==> src/rtl/debug_bus_poller.sv <==
// Debug-bus initiator: sends a 3-byte read request to one AXIS debug device, either periodically or on demand.
// It then checks the 2-byte response header and captures a big-endian payload value.
module debug_bus_poller #(
  parameter int         AXIS_TDATA_WIDTH   = 8,
  parameter logic [7:0] DEVICE_TYPE        = 8'h01,
  parameter logic [7:0] DEVICE_ID          = 8'h00,
  parameter logic [7:0] COMMAND            = 8'h00,
  parameter int         RESPONSE_BYTES     = 4,
  parameter int         POLL_PERIOD_CYCLES = 200_000_000,
  parameter int         TIMEOUT_CYCLES     = 1_000_000
) (
  input  logic                          i_clk,
  input  logic                          i_rst_n,
  input  logic                          i_trigger,
  output logic                          o_m_axis_tvalid,
  input  logic                          i_m_axis_tready,
  output logic [AXIS_TDATA_WIDTH-1:0]   o_m_axis_tdata,
  output logic                          o_m_axis_tlast,
  input  logic                          i_s_axis_tvalid,
  output logic                          o_s_axis_tready,
  input  logic [AXIS_TDATA_WIDTH-1:0]   i_s_axis_tdata,
  input  logic                          i_s_axis_tlast,
  output logic [8*RESPONSE_BYTES-1:0]   o_value,
  output logic                          o_value_valid,
  output logic                          o_error,
  output logic                          o_busy
);

  localparam int          VW          = 8 * RESPONSE_BYTES;
  localparam logic [3:0]  LAST_K      = 4'(RESPONSE_BYTES + 1);
  localparam logic [31:0] PERIOD_MAX  = 32'(POLL_PERIOD_CYCLES - 1);
  localparam logic [31:0] TIMEOUT_MAX = 32'(TIMEOUT_CYCLES - 1);
  localparam bit          POLL_EN     = (POLL_PERIOD_CYCLES != 0);

  typedef enum logic [1:0] {
    S_IDLE  = 2'd0,
    S_SEND  = 2'd1,
    S_RECV  = 2'd2,
    S_DRAIN = 2'd3
  } state_e;

  state_e          state_q, state_d;
  logic            pending_q, pending_d;
  logic [31:0]     period_q, period_d;
  logic [31:0]     timer_q, timer_d;
  logic [1:0]      idx_q, idx_d;
  logic [3:0]      k_q, k_d;
  logic [VW-1:0]   payload_q, payload_d;
  logic            m_tvalid_q, m_tvalid_d;
  logic [7:0]      m_tdata_q, m_tdata_d;
  logic            m_tlast_q, m_tlast_d;
  logic            s_tready_q, s_tready_d;
  logic [VW-1:0]   value_q, value_d;
  logic            value_valid_q, value_valid_d;
  logic            error_q, error_d;
  logic            busy_q, busy_d;

  logic            period_wrap_s;
  logic            m_fire_s;
  logic            s_fire_s;
  logic            s_done_s;
  logic            hdr_bad_s;
  logic            timeout_s;
  logic [VW-1:0]   shift_s;

  // Next-state, period/timeout counters and registered-output computation.
  always_comb begin
    state_d       = state_q;
    pending_d     = pending_q;
    period_d      = period_q;
    timer_d       = timer_q;
    idx_d         = idx_q;
    k_d           = k_q;
    payload_d     = payload_q;
    m_tvalid_d    = m_tvalid_q;
    m_tdata_d     = m_tdata_q;
    m_tlast_d     = m_tlast_q;
    s_tready_d    = s_tready_q;
    value_d       = value_q;
    value_valid_d = 1'b0;
    error_d       = 1'b0;
    period_wrap_s = 1'b0;

    m_fire_s  = m_tvalid_q & i_m_axis_tready;
    s_fire_s  = s_tready_q & i_s_axis_tvalid;
    s_done_s  = s_fire_s & i_s_axis_tlast;
    hdr_bad_s = ((k_q == 4'd0) && (i_s_axis_tdata != DEVICE_TYPE)) ||
                ((k_q == 4'd1) && (i_s_axis_tdata != DEVICE_ID));
    timeout_s = (timer_q == TIMEOUT_MAX);
    // Keeps the low bytes of the running payload; the oldest byte falls off the top.
    shift_s   = VW'({payload_q, i_s_axis_tdata});

    if (POLL_EN) begin
      if (period_q == PERIOD_MAX) begin
        period_d      = 32'd0;
        period_wrap_s = 1'b1;
      end else begin
        period_d = period_q + 32'd1;
      end
    end else begin
      period_d = 32'd0;
    end
    pending_d = pending_q | i_trigger | period_wrap_s;

    case (state_q)
      S_IDLE: begin
        if (pending_q) begin
          // A request arriving in the same cycle is kept rather than lost.
          state_d    = S_SEND;
          pending_d  = i_trigger | period_wrap_s;
          idx_d      = 2'd0;
          m_tvalid_d = 1'b1;
          m_tdata_d  = DEVICE_TYPE;
          m_tlast_d  = 1'b0;
        end else begin
          state_d = S_IDLE;
        end
      end
      S_SEND: begin
        if (m_fire_s) begin
          case (idx_q)
            2'd0: begin
              idx_d     = 2'd1;
              m_tdata_d = DEVICE_ID;
            end
            2'd1: begin
              idx_d     = 2'd2;
              m_tdata_d = COMMAND;
              m_tlast_d = 1'b1;
            end
            default: begin
              idx_d      = 2'd0;
              m_tvalid_d = 1'b0;
              m_tdata_d  = 8'h00;
              m_tlast_d  = 1'b0;
              k_d        = 4'd0;
              timer_d    = 32'd0;
              payload_d  = '0;
              s_tready_d = 1'b1;
              state_d    = S_RECV;
            end
          endcase
        end else begin
          state_d = S_SEND;
        end
      end
      S_RECV: begin
        timer_d = timer_q + 32'd1;
        if (s_done_s) begin
          state_d    = S_IDLE;
          s_tready_d = 1'b0;
          if (!hdr_bad_s && (k_q == LAST_K)) begin
            value_d       = shift_s;
            value_valid_d = 1'b1;
          end else begin
            error_d = 1'b1;
          end
        end else if (timeout_s) begin
          state_d    = S_IDLE;
          s_tready_d = 1'b0;
          error_d    = 1'b1;
        end else if (s_fire_s && (hdr_bad_s || (k_q == LAST_K))) begin
          state_d = S_DRAIN;
        end else if (s_fire_s) begin
          k_d = k_q + 4'd1;
          if (k_q >= 4'd2) begin
            payload_d = shift_s;
          end else begin
            payload_d = payload_q;
          end
        end else begin
          state_d = S_RECV;
        end
      end
      S_DRAIN: begin
        timer_d = timer_q + 32'd1;
        if (s_done_s || timeout_s) begin
          state_d    = S_IDLE;
          s_tready_d = 1'b0;
          error_d    = 1'b1;
        end else begin
          state_d = S_DRAIN;
        end
      end
      default: begin
        state_d    = S_IDLE;
        m_tvalid_d = 1'b0;
        m_tlast_d  = 1'b0;
        s_tready_d = 1'b0;
      end
    endcase

    busy_d = (state_d != S_IDLE);
  end

  // State and output registers; reset aborts any transaction without an error pulse.
  always_ff @(posedge i_clk or negedge i_rst_n) begin
    if (!i_rst_n) begin
      state_q       <= S_IDLE;
      pending_q     <= 1'b0;
      period_q      <= 32'd0;
      timer_q       <= 32'd0;
      idx_q         <= 2'd0;
      k_q           <= 4'd0;
      payload_q     <= '0;
      m_tvalid_q    <= 1'b0;
      m_tdata_q     <= 8'h00;
      m_tlast_q     <= 1'b0;
      s_tready_q    <= 1'b0;
      value_q       <= '0;
      value_valid_q <= 1'b0;
      error_q       <= 1'b0;
      busy_q        <= 1'b0;
    end else begin
      state_q       <= state_d;
      pending_q     <= pending_d;
      period_q      <= period_d;
      timer_q       <= timer_d;
      idx_q         <= idx_d;
      k_q           <= k_d;
      payload_q     <= payload_d;
      m_tvalid_q    <= m_tvalid_d;
      m_tdata_q     <= m_tdata_d;
      m_tlast_q     <= m_tlast_d;
      s_tready_q    <= s_tready_d;
      value_q       <= value_d;
      value_valid_q <= value_valid_d;
      error_q       <= error_d;
      busy_q        <= busy_d;
    end
  end

  assign o_m_axis_tvalid = m_tvalid_q;
  assign o_m_axis_tdata  = m_tdata_q;
  assign o_m_axis_tlast  = m_tlast_q;
  assign o_s_axis_tready = s_tready_q;
  assign o_value         = value_q;
  assign o_value_valid   = value_valid_q;
  assign o_error         = error_q;
  assign o_busy          = busy_q;

endmodule

==> config.mk <==
export PLATFORM = sky130hd
export DESIGN_NAME = debug_bus_poller
export DESIGN_NICKNAME = d
export VERILOG_FILES = /design/src/rtl/debug_bus_poller.sv
export SDC_FILE = /design/constraint.sdc
export NUM_CORES = 1
export LEC_CHECK = 0
export BUFFER_PORTS_ARGS = -buffer_cell sky130_fd_sc_hd__buf_2
export CORE_MARGIN = 5
export CORE_UTILIZATION = 45
export DETAILED_ROUTE_END_ITERATION = 12
export GPL_TIMING_DRIVEN = 0
export SLEW_MARGIN = 40
export SYNTH_ARGS = -nofsm -noshare
export SYNTH_HDL_FRONTEND = slang
export SYNTH_SLANG_ARGS = --single-unit
==> constraint.sdc <==
create_clock -name i_clk -period 3.1 [get_ports i_clk]
set_input_delay 0.31 -clock i_clk [delete_from_list [all_inputs] [get_ports i_clk]]
set_output_delay 0.31 -clock i_clk [all_outputs]
set_load 0.03 [all_outputs]
# Word level (Yosys, flattened, before mapping)
# Cells that the tools add are included.
dict set report totals {
  register_bits 143
  inputBits 14
  out_inout_bits 46
}
dict set report op_classes {
  addsub 3
  order_cmp 1
  eq_ne 20
  mux 58
  bitwise 6
  n_reduce_logical 27
}
# cell n
set op_table {}
lappend op_table {{$mux W24} 5}
lappend op_table {{$mux W32} 3}
lappend op_table {{$add A32 B1 Y32 const B} 2}
lappend op_table {{$pmux W32 S2} 1}
lappend op_table {{$pmux W24 S2} 1}
lappend op_table {{$eq A32 B20 Y1 const B} 1}
lappend op_table {{$eq A32 B28 Y1 const B} 1}
lappend op_table {{$mux W4} 6}
lappend op_table {{$mux W1} 21}
lappend op_table {{$ne A2 B2 Y1 const B} 10}
lappend op_table {{$mux W2} 9}
lappend op_table {{$mux W8} 2}
lappend op_table {{$pmux W8 S2} 1}
lappend op_table {{$reduce_and A3 Y1} 3}
lappend op_table {{$ne A8 B1 Y1 const B} 1}
lappend op_table {{$pmux W1 S2} 4}
lappend op_table {{$pmux W2 S2} 2}
lappend op_table {{$pmux W2 S4} 1}
lappend op_table {{$pmux W4 S2} 1}
lappend op_table {{$reduce_and A4 Y1} 2}
lappend op_table {{$reduce_and A8 Y1} 1}
lappend op_table {{$reduce_bool A2 Y1} 4}
lappend op_table {{$reduce_bool A8 Y1} 1}
lappend op_table {{$reduce_and A7 Y1} 1}
lappend op_table {{other kinds (18)} 31}

# Logic depth before layout (Yosys ltp)
# Gate-level depths: netlist of run 1.
dict set report depth {
  depth_word 10
  depth_mapped 8
  mapped_depth_nobuf 7
}

# Worst setup path before layout of run 1
# Ideal clock, no wire load.
dict set report synth_path {
  kind {register to register}
  start {register k_q[1]}
  end {register payload_q[10]}
  setup_ns 0.079
  arrival_ns 2.292
  setup_slack_ns 0.729
  path_stages_with_launch 9
  n_path_buf 1
  path_cell_list {dfrtp_1 > inv_1 > ha_1 > and3b_1 > or4_1 > a32o_2 > a211oi_4 > buf_6 > mux2i_1}
}
dict set report synth_between {
  elab_chain_cells 7
  word_cells_on_any_way 12
  classes_between {order compare (1); eq/ne (4); reduce/logical (7)}
}
# item line
set synth_lines {}
lappend synth_lines {{start: declaration} 47} ;# logic [3:0] k_q, k_d;
lappend synth_lines {{start signal: assignment} 220} ;# k_q <= k_d;
lappend synth_lines {{$eq A4 B1 Y1 / $logic_not A4 Y1 (equally long branches)} {88, 87}}
lappend synth_lines {{$logic_and A1 B1 Y1 (on tied branches)} {88, 87}}
lappend synth_lines {{$logic_or A1 B1 Y1} 87} ;# hdr_bad_s = ((k_q == 4'd0) && (i_s_axis_tdata != DEVICE_TYPE)) ||
lappend synth_lines {{$logic_or A1 B1 Y1} 162} ;# end else if (s_fire_s && (hdr_bad_s || (k_q == LAST_K))) begin
lappend synth_lines {{$logic_and A1 B1 Y1} 162}
lappend synth_lines {{$ne A2 B2 Y1 (no line)} -}
lappend synth_lines {{$reduce_and A8 Y1 (no line) (*)} -}
lappend synth_lines {{end signal: assignment} 221} ;# payload_q <= payload_d;
lappend synth_lines {{end: declaration} 48} ;# logic [VW-1:0] payload_q, payload_d;
# Mark *: on every way between the ends. The rest lies on a longest branch, timed or not.
# A chain may end at the register's enable or synchronous reset.

# Worst setup path after layout of run 1
dict set report layout_path {
  start {register period_q[0]}
  end {register period_q[19]}
}
dict set report layout_between {
  elab_chain_cells 2
  word_cells_on_any_way 3
  classes_between {add/sub (1); eq/ne (1); mux (1)}
}
# item line
set layout_lines {}
lappend layout_lines {{start: declaration} 44} ;# logic [31:0] period_q, period_d;
lappend layout_lines {{start signal: assignment} 217} ;# period_q <= period_d;
lappend layout_lines {{$add A32 B1 Y32 / $eq A32 B28 Y1 (equally long branches)} {98, 94}}
lappend layout_lines {{$mux W32 (*)} 94} ;# if (period_q == PERIOD_MAX) begin
lappend layout_lines {{named net period_d[19]} 44}
# Mark *: on every way through the listed nets, which the timed path passes. The rest lies on a longest branch.

==> qor_table.md, run 1 <==
| Quantity | This run | Unit |
|---|---|---|
| Area enclosed by the die boundary | 16700 | um^2 |
| Pin count of the biggest net entering global routing | 71 | - |
| Number of placed instances with taps included | 842 | - |
| Total clock buffers created by CTS | 17 | - |
| First-pass GRT wire length | 22.2 | mm |
| Ratio of total power to cell area | 713 | nW/um^2 |
| Startpoint type of the worst setup path | register | - |
| Register bit total from synthesis | 136 | - |
| Placer congestion estimate | 0.810 | - |
| Library cells used by synthesis | 46 | - |
| Synth Area per Inst | 10.6 | um^2 |
| Result of the run | finished clean | - |
| Starting density of the core | 46.1 | % |
| Cell count after synthesis | 603 | - |
| Total of warnings raised by yosys | 0 | - |
| Detailed route wirelength on metal3 | 655 | um |
| Static Leakage | 3.52 | nW |
| TritonCTS sink count | 136 | - |
| Number of buffers added for setup after CTS | 0 | - |
| Top cell type by total area after synthesis | dfrtp_1 | - |
| Placeable core area | 13900 | um^2 |
| Layout Skew | 0.0139 | ns |
| Post-synthesis sequential area ratio | 53.2 | % |
| Met1 routed wirelength after detailed routing | 6.13 | mm |
| Final worst path period need | 2.73 | ns |
| Area Overhead vs Synth | 18.6 | % |
| # DRC | 0 | - |
| Minimum setup slack among reg-to-reg paths | 0.37 | ns |
| Max VDD drop | 450 | uV |
| Filler cell count in the final layout | 1219 | - |
| Met2 WL post-DR | 6.37 | mm |
| Total design power | 5.41 | mW |
| Setup repair after global routing missed its margin | no | - |
| Final setup fails | 0 | - |
| Slowest stage delay, CP | 0.52 | ns |
| Fin. max-slew vios | 0 | - |
| Dominant register cell in the synthesized netlist | dfrtp_1 | - |
| CTS tree | done | - |
| TNS Setup | 0 | ns |
| Global route overflow | 0 | - |
| Number of design-rule violations left by the first detailed-router iteration | 180 | - |
| Estimated wirelength of the detail-placed design | 9.58 | mm |
| Count of buffers inserted at the top-level ports | 52 | - |
| Ratio of final minimum period to clock period | 88.1 | % |
| Root buffer cell | clkbuf_16 | - |
| CTS hold repair buffers | 1 | - |
| Worst setup path category | reg2reg | - |
| Total count of hold-check failures in the final report | 0 | - |
| Clock network latency to the later pin of the worst-skew pair | 0.42 | ns |
| Slowest stage cell on the critical path | nor2_1 | - |
| Max-slew headroom | 54.1 | % |
| DR vias/cell | 5.24 | - |
| Number of diodes added for antenna fixing | 0 | - |
| Gr usage total | 16.7 | % |
| Worst setup slack before clock tree synthesis | 0.311 | ns |
| Length of the first detailed-routing pass in iterations | 5 | - |
| Fraction of synthesis flops using an asynchronous set or reset pin | 100 | % |
| Top Layer Used | met4 | - |
| Final layout net count | 702 | - |
| Required time worst endpoint | 3.38 | ns |
| Largest buffer count on any clock path | 2 | - |
| Row count | 43 | - |
| Synth top area cells | dfrtp_1, mux2_2, mux2i_1, nand2_1, xor2_1 | - |
| Top cell types by occurrence after synthesis | dfrtp_1, nand2_1, nor2_1 | - |
| Share of cells above drive strength 1 | 20.4 | % |
| Class of the most critical hold timing path | in2reg | - |
| Post-CTS Resized | 0 | - |
| Category of the worst setup path capture point | register | - |
| Area share of the largest cell type after synthesis | 53.2 | % |
| Horizontal die dimension | 129 | um |
| Avg WL per Cell | 15.2 | um |
| Most frequently used cell type in the post-synthesis netlist | dfrtp_1 | - |
| Vias in the first global route | 4497 | - |
| Max Cap Viol | 0 | - |
| Post-detailed-routing wire length | 13.3 | mm |
| Peak Freq | 366 | MHz |
| Post-route standard cell area excluding fillers | 7590 | um^2 |
| Clk slew on worst S/H paths | 0.05 | ns |
| Number of levels the H-tree was split into | 4 | - |
| Worst Tran Pin Value | 0.689 | ns |
| Non-Filler Instances | 875 | - |
| Initial antenna violation count | 1 | - |
| Vias after detailed routing | 4588 | - |
| I/O pin total | 60 | - |
| Routed Antenna Nets | 0 | - |
| Post-DP Area | 6940 | um^2 |
| EDFF count, synth | 0 | - |
| Largest fanout on the critical path | 10 | - |
| Height of the die | 129 | um |
| Synthesized cell area | 6390 | um^2 |
| Data arrival time of the critical path | 3.01 | ns |
| Least setup slack across all paths after layout | 0.370 | ns |
| Worst-path cell chain | ha_1 -> nand4_1 -> nor2_1 -> and4_1 -> clkbuf_1 -> clkbuf_1 -> nor2_1 | - |
-- cells by family after synthesis --
logic type | after synthesis | synth area share [%]
other | 1 | 0.0587
buffers and inverters | 62 | 4.38
adder cells (fa/ha/maj) | 6 | 1.17
AO/OA/AOI/OAI | 50 | 5.15
multiplexers | 61 | 10.2
XOR/XNOR | 48 | 6.58
flip-flops | 136 | 53.2
AND/OR/NAND/NOR | 239 | 19.2
-- registers in the layout (all words and copies together), names as in the netlist, 2 cells and up --
name       cells
o_value       32
idx_q          2
payload_q     24
timer_q       32
state_q        2
k_q            4
period_q      32
-- report_power, final --
part	switching, mW	total [mW]	internal, mW
Sequential	0.242	2.29	2.05
Combinational	0.618	0.996	0.379
Clock	0.735	2.12	1.39
-- metal layers --
metal / track usage [%] / vias up
li1: - / 2233
met1: 22.2 / 2248
met2: 27.3 / 93
met3: 4.58 / 14
met4: 4.45 / 0
met5: 0 / -
-- layout make-up --
cell class | instances | area (um^2) | share of cell area, %
plain buffers | 25 | 141 | 1.86
clock buffers | 20 | 457 | 6.02
clock inverters | 12 | 174 | 2.29
inverters | 37 | 139 | 1.83
multi-input cells | 411 | 2740 | 36.1
flip-flops and latches | 136 | 3400 | 44.9
well taps | 180 | 225 | 2.97
repair buffers | 54 | 308 | 4.06
-- final timing paths --
kind                                   from            to  cells past startpoint
worst max register to register  period_q[0]  period_q[19]                      7
worst max-delay path            period_q[0]  period_q[19]                      7
worst min register to register  period_q[8]   period_q[8]                      1
max in group asynchronous           i_rst_n    timer_q[6]                      3
worst min-delay path              i_trigger     pending_q                      2
min in group asynchronous           i_rst_n   o_value[28]                      2
-- placed cells by master (no fill, tap or decap), types with 23 or more instances in the layout --
cell	n
mux2_2	34
inv_1	37
xor2_1	25
nor2_1	54
nand2_1	59
mux2i_1	27
xnor2_1	23
dfrtp_1	136
buf_2	56
nand3_1	26
-- worst max-delay path, delay by kind of cell (launching register included) --
family                   cells  cell delay, ns
AND/OR/NAND/NOR              4            1.13
buffers and inverters        2            0.82
adder cells (fa/ha/maj)      1            0.23
flip-flops                   1            0.41
-- stage by stage --
stage	utilization, %	hold slack [ns]
2_1_floorplan	-	0.0144
3_3_place_gp	49.7	0.458
3_5_place_dp	50.0	0.308
4_1_cts	54.6	0.104
5_1_grt	54.7	0.118
6_report	54.7	0.135
Power figures use the tool's default switching activity.
==> inputs of run 2 (changes only) <==
REMOVE_ABC_BUFFERS = 1   (was unset)
==> run 2 against run 1 <==
- sequential cell count unchanged
- count of clock-buffer cells in the layout up 2
- final area down 0.53%
- sequential share of layout area up 0.24 points
- worst setup slack better by 0.067 ns
- register-to-register slack better by 0.07 ns
- critical path type unchanged
- critical endpoint is now payload_q[19]
- largest cell class unchanged
==> qor_table.md, run 2 (synthesized netlist as in run 1, its figures left out) <==
| Quantity | This run | Unit | Change |
|---|---|---|---|
| Result of the run | finished clean | - |  |
| Area enclosed by the die boundary | 16700 | um^2 | unchanged |
| CTS tree | done | - |  |
| Post-route standard cell area excluding fillers | 7550 | um^2 | -0.53% |
| Fin. max-slew vios | 0 | - | unchanged |
| Startpoint type of the worst setup path | register | - |  |
| Part of the power in combinational logic | 17.6 | % | -0.8 points |
| Row count | 43 | - | unchanged |
| Total area of multi-input combinational cells | 2760 | um^2 | +0.82% |
| Total count of hold-check failures in the final report | 0 | - | unchanged |
| Post-DP Area | 6900 | um^2 | -0.52% |
| Seq pwr share | 43.4 | % | +1.0 points |
| Layout Skew | 0.00923 | ns | -0.00470 ns |
| Initial antenna violation count | 0 | - | -1 |
| DR vias/cell | 5.26 | - | +0.34% |
| Vias after detailed routing | 4509 | - | -1.7% |
| Ratio of total power to cell area | 708 | nW/um^2 | -0.68% |
| Placer congestion estimate | 0.794 | - | -2.0% |
| Final layout net count | 684 | - | -2.6% |
| Gr usage total | 16.0 | % | -0.72 points |
| Horizontal die dimension | 129 | um | unchanged |
| Post-CTS Resized | 0 | - | unchanged |
| Data arrival time of the critical path | 2.99 | ns | -0.02 ns |
| Pin count of the biggest net entering global routing | 74 | - | +4.2% |
| Cell internal power dissipation | 3.78 | mW | -1.0% |
| Relative contribution of the clock network to total power | 39.1 | % | about the same |
| Combined flip-flop and latch cell area | 3400 | um^2 | unchanged |
| Final hold slack | 0.129 | ns | -0.00603 ns |
| Static Leakage | 3.47 | nW | -1.4% |
| Final worst path period need | 2.66 | ns | -0.0669 ns |
| HP Start | i_trigger | - |  |
| Peak Freq | 376 | MHz | +2.5% |
| Max-slew headroom | 55.5 | % | +1.4 points |
| Number of diodes added for antenna fixing | 0 | - | unchanged |
| Starting density of the core | 46.1 | % | unchanged |
| Root buffer cell | clkbuf_16 | - |  |
| CTS hold repair buffers | 1 | - | unchanged |
| Count of buffers inserted at the top-level ports | 52 | - | unchanged |
| TritonCTS sink count | 136 | - | unchanged |
| Estimated wirelength of the detail-placed design | 8.72 | mm | -9.0% |
| Share of cells above drive strength 1 | 20.4 | % | -0.048 points |
| Max VDD drop | 461 | uV | +2.5% |
| First-pass GRT wire length | 21.6 | mm | -2.6% |
| Vias in the first global route | 4416 | - | -1.8% |
| Area Overhead vs Synth | 18.0 | % |  |
| Avg WL per Cell | 14.7 | um | -3.1% |
| Global route overflow | 0 | - | unchanged |
| Total clock buffers created by CTS | 17 | - | unchanged |
| Commonest cells after routing, fill and taps aside | dfrtp_1, nand2_1, nor2_1, buf_2, inv_1 | - |  |
| Largest buffer count on any clock path | 2 | - | unchanged |
| # DRC | 0 | - | unchanged |
| Post-detailed-routing wire length | 12.6 | mm | -5.0% |
| Class of the most critical hold timing path | in2reg | - |  |
| Worst setup path category | reg2reg | - |  |
| Number of levels the H-tree was split into | 4 | - | unchanged |
| Number of buffers added for setup after CTS | 0 | - | unchanged |
| Clock network latency to the later pin of the worst-skew pair | 0.41 | ns | about the same |
| Largest fanout on the critical path | 8 | - | -2 |
| Total design power | 5.34 | mW | -1.2% |
| Required time worst endpoint | 3.43 | ns | +0.05 ns |
| Non-Filler Instances | 857 | - | -2.1% |
| Ratio of final minimum period to clock period | 85.9 | % | -2.2 points |
| Setup repair after global routing missed its margin | no | - |  |
| Placeable core area | 13900 | um^2 | unchanged |
| Number of placed instances with taps included | 824 | - | -2.1% |
| Switching part of the total power | 29.3 | % | -0.14 points |
| Commonest non-fill, non-tap cell in the layout | dfrtp_1 | - |  |
| Height of the die | 129 | um | unchanged |
| Clk slew on worst S/H paths | 0.06 | ns | about the same |
| Final setup fails | 0 | - | unchanged |
| Max Cap Viol | 0 | - | unchanged |
| Length of the first detailed-routing pass in iterations | 5 | - | unchanged |
| Routed Antenna Nets | 0 | - | unchanged |
| Filler cell count in the final layout | 1198 | - | -1.7% |
| Critical path startpoint | k_q[1] | - |  |
| R2r startpoint | k_q[1] | - |  |
| Worst Tran Pin Value | 0.667 | ns | -0.0216 ns |
| Number of design-rule violations left by the first detailed-router iteration | 274 | - | +52% |
| I/O pin total | 60 | - | unchanged |
| Category of the worst setup path capture point | register | - |  |
| Switching power total | 1.57 | mW | -1.7% |
==> run 2: changes by cell type in the layout (fill, tap and decap cells not counted), sizes merged <==
| cell | previous run | this run |
|---|---|---|
| clkbuf | 31 | 22 |
| buf | 67 | 60 |
| clkinv | 7 | 3 |
| clkinvlp | 1 | 4 |
| bufinv | 4 | 3 |
==> run 2: power groups by stage <==
stage | logic (mW) | clock network, mW | registers, mW
6_report | 0.938 | 2.09 | 2.32
5_1_grt | 1.09 | 2.23 | 2.36
4_1_cts | 0.956 | 2.14 | 2.32
3_5_place_dp | 0.944 | 0 | 2.35
3_3_place_gp | 0.892 | 0 | 2.33
2_1_floorplan | 0.584 | 0 | 2.37
==> run 2: critical path: stages, from the launching register on <==
cell      delay (ns)
dfrtp_1         0.41
inv_1           0.10
ha_1            0.21
and3b_1         0.23
or4_1           0.47
a32o_2          0.27
a211oi_4        0.22
buf_4           0.24
buf_4           0.22
mux2i_1         0.21
==> run 2: worst paths after layout <==
kind / end / slack, ns / depth (start not counted)
setup / recovery: payload_q[19] / 0.44 / 9
hold / removal: pending_q / 0.13 / 2
setup reg to reg: payload_q[19] / 0.44 / 9
hold reg to reg: period_q[8] / 0.47 / 1
max in group asynchronous: period_q[24] / 1.92 / 3
min in group asynchronous: o_value[30] / 0.42 / 2
==> run 2: metrics by stage <==
stage / util (%) / setup slack [ns] / TNS [ns]
after global routing: 54.4 / 0.240 / 0
after detailed placement: 49.7 / 0.438 / 0
after CTS: 54.3 / 0.405 / 0
after global placement: 48.7 / -2.13 / -88.90
after floorplan: - / -0.571 / -18.56
final: 54.4 / 0.437 / 0
==> run 2: per-layer routing <==
metal	share of wire [%]	track usage, %	routed length [um]
met1	48	22.7	6120
met4	1.4	5.68	172
met3	6.1	4.25	768
met2	44	23.9	5570
met5	0	0	0
==> run 2: final cells by class <==
class,instances,share of cell area [%]
Timing Repair Buffer,61,5.17
Inverter,37,1.84
Tap cell,180,2.98
Clock inverter,10,1.89
Multi-Input combinational cell,411,36.6
Sequential cell,136,45.1
Clock buffer,22,6.42
==> inputs of run 3 (changes only) <==
==> constraint.sdc (replaced) <==
create_clock -name i_clk -period 2.93 [get_ports i_clk]
set_input_delay 0.1465 -clock i_clk [delete_from_list [all_inputs] [get_ports i_clk]]
set_output_delay 0.1465 -clock i_clk [all_outputs]
set_load 0.03 [all_outputs]
==> run 3 against run 2 <==
- register-to-register slack got worse by 0.17 ns
- combinational power increased by 7%
- clock power rose by 6%
- routed wire length rose by 0.48%
==> qor_table.md, run 3 (synthesized netlist as in run 1, its figures left out) <==
| Quantity | This run | Unit | Change |
|---|---|---|---|
| Result of the run | finished clean | - |  |
| Commonest non-fill, non-tap cell in the layout | dfrtp_1 | - |  |
| Largest buffer count on any clock path | 2 | - | unchanged |
| Switching part of the total power | 29.3 | % | about the same |
| Max-slew headroom | 56.2 | % | +0.63 points |
| Setup repair after global routing missed its margin | no | - |  |
| First-pass GRT wire length | 21.7 | mm | +0.38% |
| Least setup slack across all paths after layout | 0.267 | ns | -0.170 ns |
| Total count of hold-check failures in the final report | 0 | - | unchanged |
| Vias after detailed routing | 4518 | - | +0.20% |
| I/O pin total | 60 | - | unchanged |
| Dominant cell type by count on the critical path | buf_4 | - |  |
| HP Start | i_s_axis_tdata[1] | - |  |
| Placeable core area | 13900 | um^2 | unchanged |
| Worst-path cell chain | inv_1 -> ha_1 -> and3b_1 -> or4_1 -> a32o_2 -> a211oi_4 -> buf_4 -> buf_4 -> mux2i_1 | - |  |
| Avg WL per Cell | 14.7 | um | -0.34% |
| TritonCTS sink count | 136 | - | unchanged |
| Commonest cells after routing, fill and taps aside | dfrtp_1, nand2_1, nor2_1, buf_2, inv_1 | - |  |
| Category of the worst setup path capture point | register | - |  |
| Final layout net count | 691 | - | +1.0% |
| Max Cap Viol | 0 | - | unchanged |
| Required time worst endpoint | 3.26 | ns | -0.17 ns |
| Post-detailed-routing wire length | 12.7 | mm | +0.48% |
| Clk slew on worst S/H paths | 0.06 | ns | about the same |
| Global route overflow | 0 | - | unchanged |
| Final worst path period need | 2.66 | ns | +0.0000460 ns |
| Routed Antenna Nets | 0 | - | unchanged |
| Initial antenna violation count | 0 | - | unchanged |
| Startpoint type of the worst setup path | register | - |  |
| Worst setup slack before clock tree synthesis | 0.268 | ns | -0.170 ns |
| Max VDD drop | 488 | uV | +5.8% |
| Largest fanout on the critical path | 8 | - | unchanged |
| DR vias/cell | 5.23 | - | -0.61% |
| Post-route standard cell area excluding fillers | 7620 | um^2 | +0.93% |
| Peak Freq | 376 | MHz | about the same |
| Length of the first detailed-routing pass in iterations | 4 | - | -1 |
| Total clock buffers created by CTS | 17 | - | unchanged |
| Height of the die | 129 | um | unchanged |
| Class of the most critical hold timing path | in2reg | - |  |
| Post-DP Area | 6900 | um^2 | unchanged |
| Cell internal power dissipation | 4.00 | mW | +6.0% |
| CTS tree | done | - |  |
| Seq pwr share | 43.3 | % | about the same |
| Worst flop-to-flop path endpoint | payload_q[19] | - |  |
| Static Leakage | 3.50 | nW | +0.84% |
| Number of diodes added for antenna fixing | 0 | - | unchanged |
| Slowest stage cell on the critical path | or4_1 | - |  |
| Root buffer cell | clkbuf_16 | - |  |
| Number of design-rule violations left by the first detailed-router iteration | 264 | - | -3.6% |
| Pin count of the biggest net entering global routing | 74 | - | unchanged |
| Vias in the first global route | 4443 | - | +0.61% |
| Row count | 43 | - | unchanged |
| Data arrival time of the critical path | 2.99 | ns | about the same |
| Starting density of the core | 46.1 | % | unchanged |
| # DRC | 0 | - | unchanged |
| Count of buffers inserted at the top-level ports | 52 | - | unchanged |
| Minimum setup slack among reg-to-reg paths | 0.27 | ns | -0.17 ns |
| Slowest stage delay, CP | 0.47 | ns | about the same |
| Worst setup path category | reg2reg | - |  |
| Horizontal die dimension | 129 | um | unchanged |
| Number of buffers added for setup after CTS | 0 | - | unchanged |
| Share of cells above drive strength 1 | 20.2 | % | -0.21 points |
| Area Overhead vs Synth | 19.1 | % |  |
| Final setup fails | 0 | - | unchanged |
| Layout Skew | 0.00924 | ns | +0.0000129 ns |
| Part of the power in combinational logic | 17.7 | % | about the same |
| Area enclosed by the die boundary | 16700 | um^2 | unchanged |
| Ratio of final minimum period to clock period | 90.9 | % | +5.0 points |
| Clock network latency to the later pin of the worst-skew pair | 0.41 | ns | about the same |
| Placer congestion estimate | 0.794 | - | unchanged |
| Fin. max-slew vios | 0 | - | unchanged |
| Number of levels the H-tree was split into | 4 | - | unchanged |
| Hold depth | 3 | - | +1 |
| Utilization of the core after routing | 54.9 | % | +0.50 points |
| Gr usage total | 16.1 | % | +0.070 points |
| Switching power total | 1.66 | mW | +6.0% |
| Estimated wirelength of the detail-placed design | 8.72 | mm | unchanged |
| R2r startpoint | k_q[1] | - |  |
| Ratio of total power to cell area | 744 | nW/um^2 | +5.0% |
| Worst Tran Pin Value | 0.654 | ns | -0.0130 ns |
| Hold Path End | payload_q[1] | - |  |
| Relative contribution of the clock network to total power | 39.0 | % | about the same |
| Worst reg-to-reg path cell count | 9 | - | unchanged |
[run 3: timing repair]
| item | in CTS | in global routing |
|---|---|---|
| hold buffers | 8 | 0 |
| gates resized for setup | 0 | 0 |
| hold endpoints to repair | 72 | 0 |
[run 3: per-layer routing]
metal / global-route usage (%) / wire, um
met5: 0 / 0
met4: 5.68 / 174
met3: 4.20 / 729
met2: 24.1 / 5630
met1: 22.7 / 6160
[run 3: worst max path at each step]
stage | start | slack [ns] | endpoint
after floorplan | state_q[1] | -0.74 | o_value[0]
after global placement | state_q[1] | -2.30 | o_value[20]
after detailed placement | k_q[1] | 0.27 | payload_q[19]
after CTS | k_q[1] | 0.24 | payload_q[19]
after global routing | k_q[1] | 0.07 | payload_q[19]
final | k_q[1] | 0.27 | payload_q[19]
[run 3: stage by stage]
stage	setup TNS (ns)	hold slack (ns)	power, mW	std cells
after floorplan	-24.17	-0.149	3.13	584
after global placement	-99.47	0.382	3.41	816
after detailed placement	0	0.131	3.48	824
after CTS	0	0.00399	5.73	864
after global routing	0	0.0102	6.01	864
final	0	0.0260	5.66	864
[run 3: critical path, delay by kind of cell, from the launching register on]
kind            cells  cell delay (ns)
simple gates        2             0.70
buf+inv             3             0.56
compound gates      2             0.49
flops               1             0.41
fa+ha+maj           1             0.21
mux                 1             0.21
[run 3: power groups by stage]
stage / sequential [mW] / clock [mW] / combinational [mW]
after global routing: 2.50 / 2.36 / 1.16
after CTS: 2.45 / 2.26 / 1.02
after global placement: 2.46 / 0 / 0.944
after floorplan: 2.51 / 0 / 0.618
final: 2.45 / 2.21 / 1.00
after detailed placement: 2.49 / 0 / 0.999
[run 3: final cells by class]
type | count | area (um^2)
Inverter | 37 | 139
Tap cell | 180 | 225
Fill cell | 1191 | 6260
Clock inverter | 10 | 143
Timing Repair Buffer | 68 | 460
Sequential cell | 136 | 3400
Multi-Input combinational cell | 411 | 2760
Clock buffer | 22 | 484
